==> config.mk <==
export PLATFORM = sky130hd
export DESIGN_NAME = par_frame_tx
export DESIGN_NICKNAME = d
export VERILOG_FILES = /design/src/rtl/par_frame_tx.sv
export SDC_FILE = /design/constraint.sdc
export NUM_CORES = 1
export LEC_CHECK = 0
export ABC_AREA = 1
export BUFFER_PORTS_ARGS = -buffer_cell sky130_fd_sc_hd__buf_2
export CORE_MARGIN = 2
export CORE_UTILIZATION = 45
export CTS_CLUSTER_SIZE = 16
export DETAILED_ROUTE_END_ITERATION = 10
export PLACE_DENSITY_LB_ADDON = 0.12
export SYNTH_ARGS = -nofsm -noshare
export SYNTH_HDL_FRONTEND = slang
export SYNTH_SLANG_ARGS = --single-unit
==> constraint.sdc <==
create_clock -name clk -period 2.1 [get_ports clk]
set_input_delay 0.105 -clock clk [delete_from_list [all_inputs] [get_ports clk]]
set_output_delay 0.105 -clock clk [all_outputs]
set_load 0.02 [all_outputs]
==> src/rtl/par_frame_tx.sv <==
// par_frame_tx: encodes data words as even-parity codewords and packs NLANES
// of them into a frame. The first word lands in the top lane, the last in lane 0.
// An optional per-word bit flip lets the downstream lane checker be exercised.
module par_frame_tx #(
  parameter int unsigned DW     = 3,
  parameter int unsigned NLANES = 8
) (
  input  logic                          clk,
  input  logic                          rst,
  input  logic [DW-1:0]                 in_data,
  input  logic                          in_valid,
  output logic                          in_ready,
  input  logic                          inj,
  input  logic [$clog2(DW+1)-1:0]       inj_bit,
  output logic [NLANES*(DW+1)-1:0]      frame,
  output logic                          frame_val,
  input  logic                          frame_rdy,
  output logic [NLANES-1:0]             err_mask,
  output logic [7:0]                    frame_cnt
);

  localparam int unsigned CW = DW + 1;
  localparam int unsigned IW = $clog2(NLANES);

  typedef enum logic {
    FILL = 1'b0,
    HOLD = 1'b1
  } state_t;

  state_t          state;
  logic [IW-1:0]   idx;

  logic [CW-1:0]     codeword_c;
  logic [IW-1:0]     lane_c;
  logic [NLANES-1:0] mask_nxt_c;

  // Codeword with parity in the LSB, optionally corrupted, and its destination lane.
  always_comb begin
    codeword_c = {in_data, ^in_data} ^ (CW'(inj) << inj_bit);
    lane_c     = IW'(NLANES - 1) - idx;
  end

  // Injection mask: restart on the first word of a frame, then record each lane.
  always_comb begin
    mask_nxt_c         = (idx == '0) ? '0 : err_mask;
    mask_nxt_c[lane_c] = inj;
  end

  // Frame assembly FSM; handshake flags are registered alongside the state.
  always_ff @(posedge clk or posedge rst) begin
    if (rst) begin
      state     <= FILL;
      idx       <= '0;
      frame     <= '0;
      err_mask  <= '0;
      frame_val <= 1'b0;
      in_ready  <= 1'b1;
      frame_cnt <= 8'd0;
    end else begin
      case (state)
        FILL: begin
          if (in_valid) begin
            for (int k = 0; k < NLANES; k++) begin
              if (lane_c == IW'(k)) begin
                frame[k*CW +: CW] <= codeword_c;
              end
            end
            err_mask <= mask_nxt_c;
            if (idx == IW'(NLANES - 1)) begin
              state     <= HOLD;
              idx       <= '0;
              in_ready  <= 1'b0;
              frame_val <= 1'b1;
            end else begin
              idx <= idx + IW'(1);
            end
          end
        end
        HOLD: begin
          if (frame_rdy) begin
            state     <= FILL;
            in_ready  <= 1'b1;
            frame_val <= 1'b0;
            frame_cnt <= frame_cnt + 8'd1;
          end
        end
        default: begin
          state     <= FILL;
          idx       <= '0;
          in_ready  <= 1'b1;
          frame_val <= 1'b0;
        end
      endcase
    end
  end

endmodule

## Word level (Yosys, flattened, before mapping)

Index checks and enable logic that the tools add are counted.

- Output and inout bits: 50
- Input bits: 10
- Bits in registers: 54
- Word-level logic and storage cells: 65

- Order comparisons: 2
- Shift-type cells: 1
- Reductions and logical operators: 15
- Bitwise logic cells: 2
- Muxes and demuxes: 17
- Eq/ne operators: 11
- Add/sub/neg operators: 3

Operators by type and width:

| cell | number |
|---|---|
| $reduce_and 3->1 | 9 |
| $eq 3x3->1 const B | 5 |
| $mux 1 | 10 |
| $add 8x1->8 const B | 1 |
| $bwmux 8 | 1 |
| $mux 8 | 1 |
| $eq 3x2->1 const B | 2 |
| $logic_not 3->1 | 2 |
| $ne 2x2->1 const B | 3 |
| $pmux 1 s2 | 3 |
| $lt 3x4->1 const B | 1 |
| $reduce_and 2->1 | 2 |
| $shl 1x2->4 | 1 |
| $xor 4x4->4 | 1 |
| $add 3x1->3 const B | 1 |
| $demux 1 s3 | 1 |
| $eq 3x1->1 const B | 1 |
| $ge 3x1->1 const B | 1 |
| $mux 3 | 1 |
| $reduce_xor 3->1 | 1 |
| $sub 3x3->3 const A | 1 |
| $logic_and 1x1->1 | 1 |
| $not 1->1 | 1 |

## Depth between registers and ports, before layout

- Word-level depth: 6
- Mapped depth: 9
- Gate-level depth less buffers: 8

## Worst setup path before layout

No wires, ideal clock.

- Path type: register to register
- Start: register idx[0]
- End: register frame[12]
- Data arrival time: 1379 ps
- Period minus slack after synthesis: 1498 ps
- Path slack: 602 ps
- Path buffers: 0
- Required time: 1981 ps
- Stages on the path, launching flop included: 9
- Library setup time: 119 ps
- Path through: dfrtp_1 > clkinv_1 > ha_1 > inv_1 > nor2_1 > nand2_1 > inv_1 > nand3_1 > nand2_1

- Longest elaborated chain between the ends: 3

Ends and longest elaborated chain:

| item | line | text |
|---|---|---|
| from (decl) | 31 | `logic [IW-1:0] idx;` |
| from (signal assigned) | 75 | `idx <= idx + IW'(1);` |
| $sub 3x3->3 | 40 | `lane_c = IW'(NLANES - 1) - idx;` |
| $eq 3x2->1 | 64 | `if (lane_c == IW'(k)) begin` |
| $reduce_and 3->1 (no line) | - |  |
| to (signal, indexed assignment) | 65 | `frame[k*CW +: CW] <= codeword_c;` |
| to (decl) | 15 | `output logic [NLANES*(DW+1)-1:0] frame,` |

Every way passes these cells.
A chain may end at the register's enable or synchronous reset.

## Worst setup path after layout

- Start: register idx[0]
- End: register err_mask[4]

- Longest elaborated chain between the ends: 6
- Elaborated cells between the ends (all ways): 9

Ends and longest elaborated chain:

| item | line | text |
|---|---|---|
| $sub 3x3->3 | 40 |  |
| $lt 3x4->1 (not written as such) or $ge 3x1->1 (tied branches) | 46 | `mask_nxt_c[lane_c] = inj;` |
| $logic_and 1x1->1 (not written as such) | 46 |  |
| $mux 1 (not written as such) | 46 |  |
| $demux 1 s3 | 46 |  |
| $bwmux 8 (*) | 46 |  |
| to (signal assigned) | 68 | `err_mask <= mask_nxt_c;` |
| to (decl) | 18 | `output logic [NLANES-1:0] err_mask,` |

Every way passes the cells marked *; elsewhere a longest branch is shown, timed or not.

==> results.ini <==
[job]
cap_violations = 0

[global_route]
grt_pass1_vias = 1821
grt.overflow.total = 0
antenna_found_initial = 0
grt_max_degree = 55
grt_first_pass_wirelength_um = 8820
grtUsageTotal = 0.183
busiest_layer = met2
grt_use_met2 = 0.297
met1_usage = 0.251
grtUsageMet3 = 0.0453

[sta]
fin_ws_ns = 0.363
finalSetupTns_ns = 0
rsz0062_at_grt = false
timing.fmax_ghz = 0.576
setup_viol = 0
finClkSkew_ns = 0.00769
tightest_slew_ns = 0.794
final_hold_viol_count = 0
drv_slew = 0
period_minus_slack_ns = 1.74
fin_crit_sh = 0.827
whs_ns = 0.0360
relSlewSlack = 0.469

[synth]
synth_top_cell_area_share = 0.539
yosysWarnings = 0
synth_edf_count = 0
syn-num-nets = 291
synth_flop_cell = dfrtp_1
synth_most_common_cell = nand2_1
synth_common_cells = nand2_1, dfrtp_1, o21ai_0
ys_seq_area_frac = 0.550
syn_area_sq_mm = 0.00246
synthTopCellsByArea = dfrtp_1, nand2_1, o21ai_0
synth-seq-cells = 54
synth_largest_area_cell = dfrtp_1
synthCells = 273
async_reset_ff_frac = 1.00
syn_avg_cell_area_sq_um = 9.01
synth_cell_types = 26

[clock_tree]
cts-root-buf = clkbuf_8
cts_sinks = 54
clkTransAtPathRegs_ns = 0.09
cts_tree = yes
cts_buffers = 5
cts_resized = 0
post_cts_buffers = 0
htreeDepth = 2
cts_hold_buf = 1
clock_path_buffers = 2
clk_latency_ns = 0.30

[critical_path]
worst-path-max-fanout = 11
timing.critical_path.from_type = register
endpoint_kind = register
reg2reg_setup_slack_ns = 0.36
path_class = reg2reg
crit_arrival_ns = 1.98
cp.required_ns = 2.34

[detailed_routing]
drt_iter0_markers = 73
drt-wirelength-per-cell_um = 12.4
drtAntennaViolNets = 0
wl_um = 5040
via_per_inst = 4.76
vias = 1939
drc = 0
drt_pre_antenna_iters = 4

[die]
rows = 26
dieHeight_um = 77.9
io_pins = 60
die_w_um = 77.9
start_util = 0.473
die-area_sq_mm = 0.00607
fp.coreArea_sq_mm = 0.00520

[status]
outcome = completed

[layout]
finalInstanceArea_sq_mm = 0.00294
drive_gt1_frac = 0.237
fin_nets = 354
fin_cells = 407
diodes = 0
syn_to_final_growth_pct = 19.5

[placement]
place_hpwl_um = 3590
dp_slack_ns = 0.393
post-place-cells = 398
post_dp_cell_area_sq_mm = 0.00282
io_buffers = 59
gp_congestion = 0.785

[hold_path]
hold_class = in2reg

[power_and_ir_drop]
ir_drop_mv = 0.633
p_per_area_mw_per_mm2 = 1440
p_leak_nw = 1.58

==> metrics by stage <==
step	utilization	total power, W
6_report	0.565	0.00423
3_5_place_dp	0.542	0.00359
3_3_place_gp	0.542	0.00356
4_1_cts	0.565	0.00429
5_1_grt	0.565	0.00459
2_1_floorplan	-	0.00302
==> where the power goes <==
group	internal [W]	total, W	switching (W)
registers	0.00147	0.00178	0.000314
clock network	0.000357	0.000677	0.000320
logic	0.000600	0.00177	0.00117
==> cell usage in the layout, fill, tap and decap left out, types with 3 or more instances in the layout <==
master    synthesis  final
a21oi_1           8      8
buf_2             2     59
clkbuf_8          0      5
dfrtp_1          53     53
ha_1              8      8
inv_1            25     24
inv_2             3      4
nand2_1          73     73
nand3_1          24     24
nand3b_1          3      3
nand4_1           4      4
nor2_1           12     12
nor3_1            3      3
nor3_2            4      4
o21ai_0          29     29
o21ai_1           4      4
xor2_1            6      6
==> routing by layer <==
metal	wire length [um]	part of all wire
met4	50	0.0099
met5	0	0
met3	256	0.051
met2	2290	0.45
met1	2450	0.49
==> critical path: stages (launching register included) <==
cell,delay [ns]
dfrtp_1,0.48
clkinv_1,0.28
ha_1,0.33
nand2_4,0.09
nor2_2,0.04
inv_1,0.22
nand2_1,0.09
a21oi_1,0.14
==> state kept, by name, summed over array words and instances, names as in the netlist <==
| register | cells |
|---|---|
| err_mask | 8 |
| frame | 32 |
| frame_cnt | 8 |
| frame_val | 1 |
| idx | 3 |
| in_ready | 1 |
| state | 1 |
==> area by class of cell <==
type	count	area, sq um
clock inverter	1	30.0
clock buffer	7	76.3
sequential	54	1350
multi-input combinational	184	950
timing repair buffer	61	325
inverter	30	118
fill	499	2270
tap	70	87.6
==> kinds of logic (layout without fill, tap and decap cells) <==
group                    count (synthesis)  in the layout  synth area share
flip-flops                              54             54             0.550
buffers and inverters                   35             99            0.0641
AO/OA/AOI/OAI                           41             41            0.0834
adder cells (fa/ha/maj)                  8              8            0.0407
XOR/XNOR                                 7              7            0.0249
AND/OR/NAND/NOR                        128            128             0.237
==> worst paths after layout <==
kind | cells after the start | from | end
hold / removal | 2 | frame_rdy | state
max in group asynchronous | 4 | rst | in_ready
setup reg to reg | 7 | idx[0] | err_mask[4]
hold reg to reg | 2 | frame[18] | frame[18]
setup / recovery | 7 | idx[0] | err_mask[4]
min in group asynchronous | 4 | rst | frame[3]
Note: power is estimated with default switching activity, not from simulation.
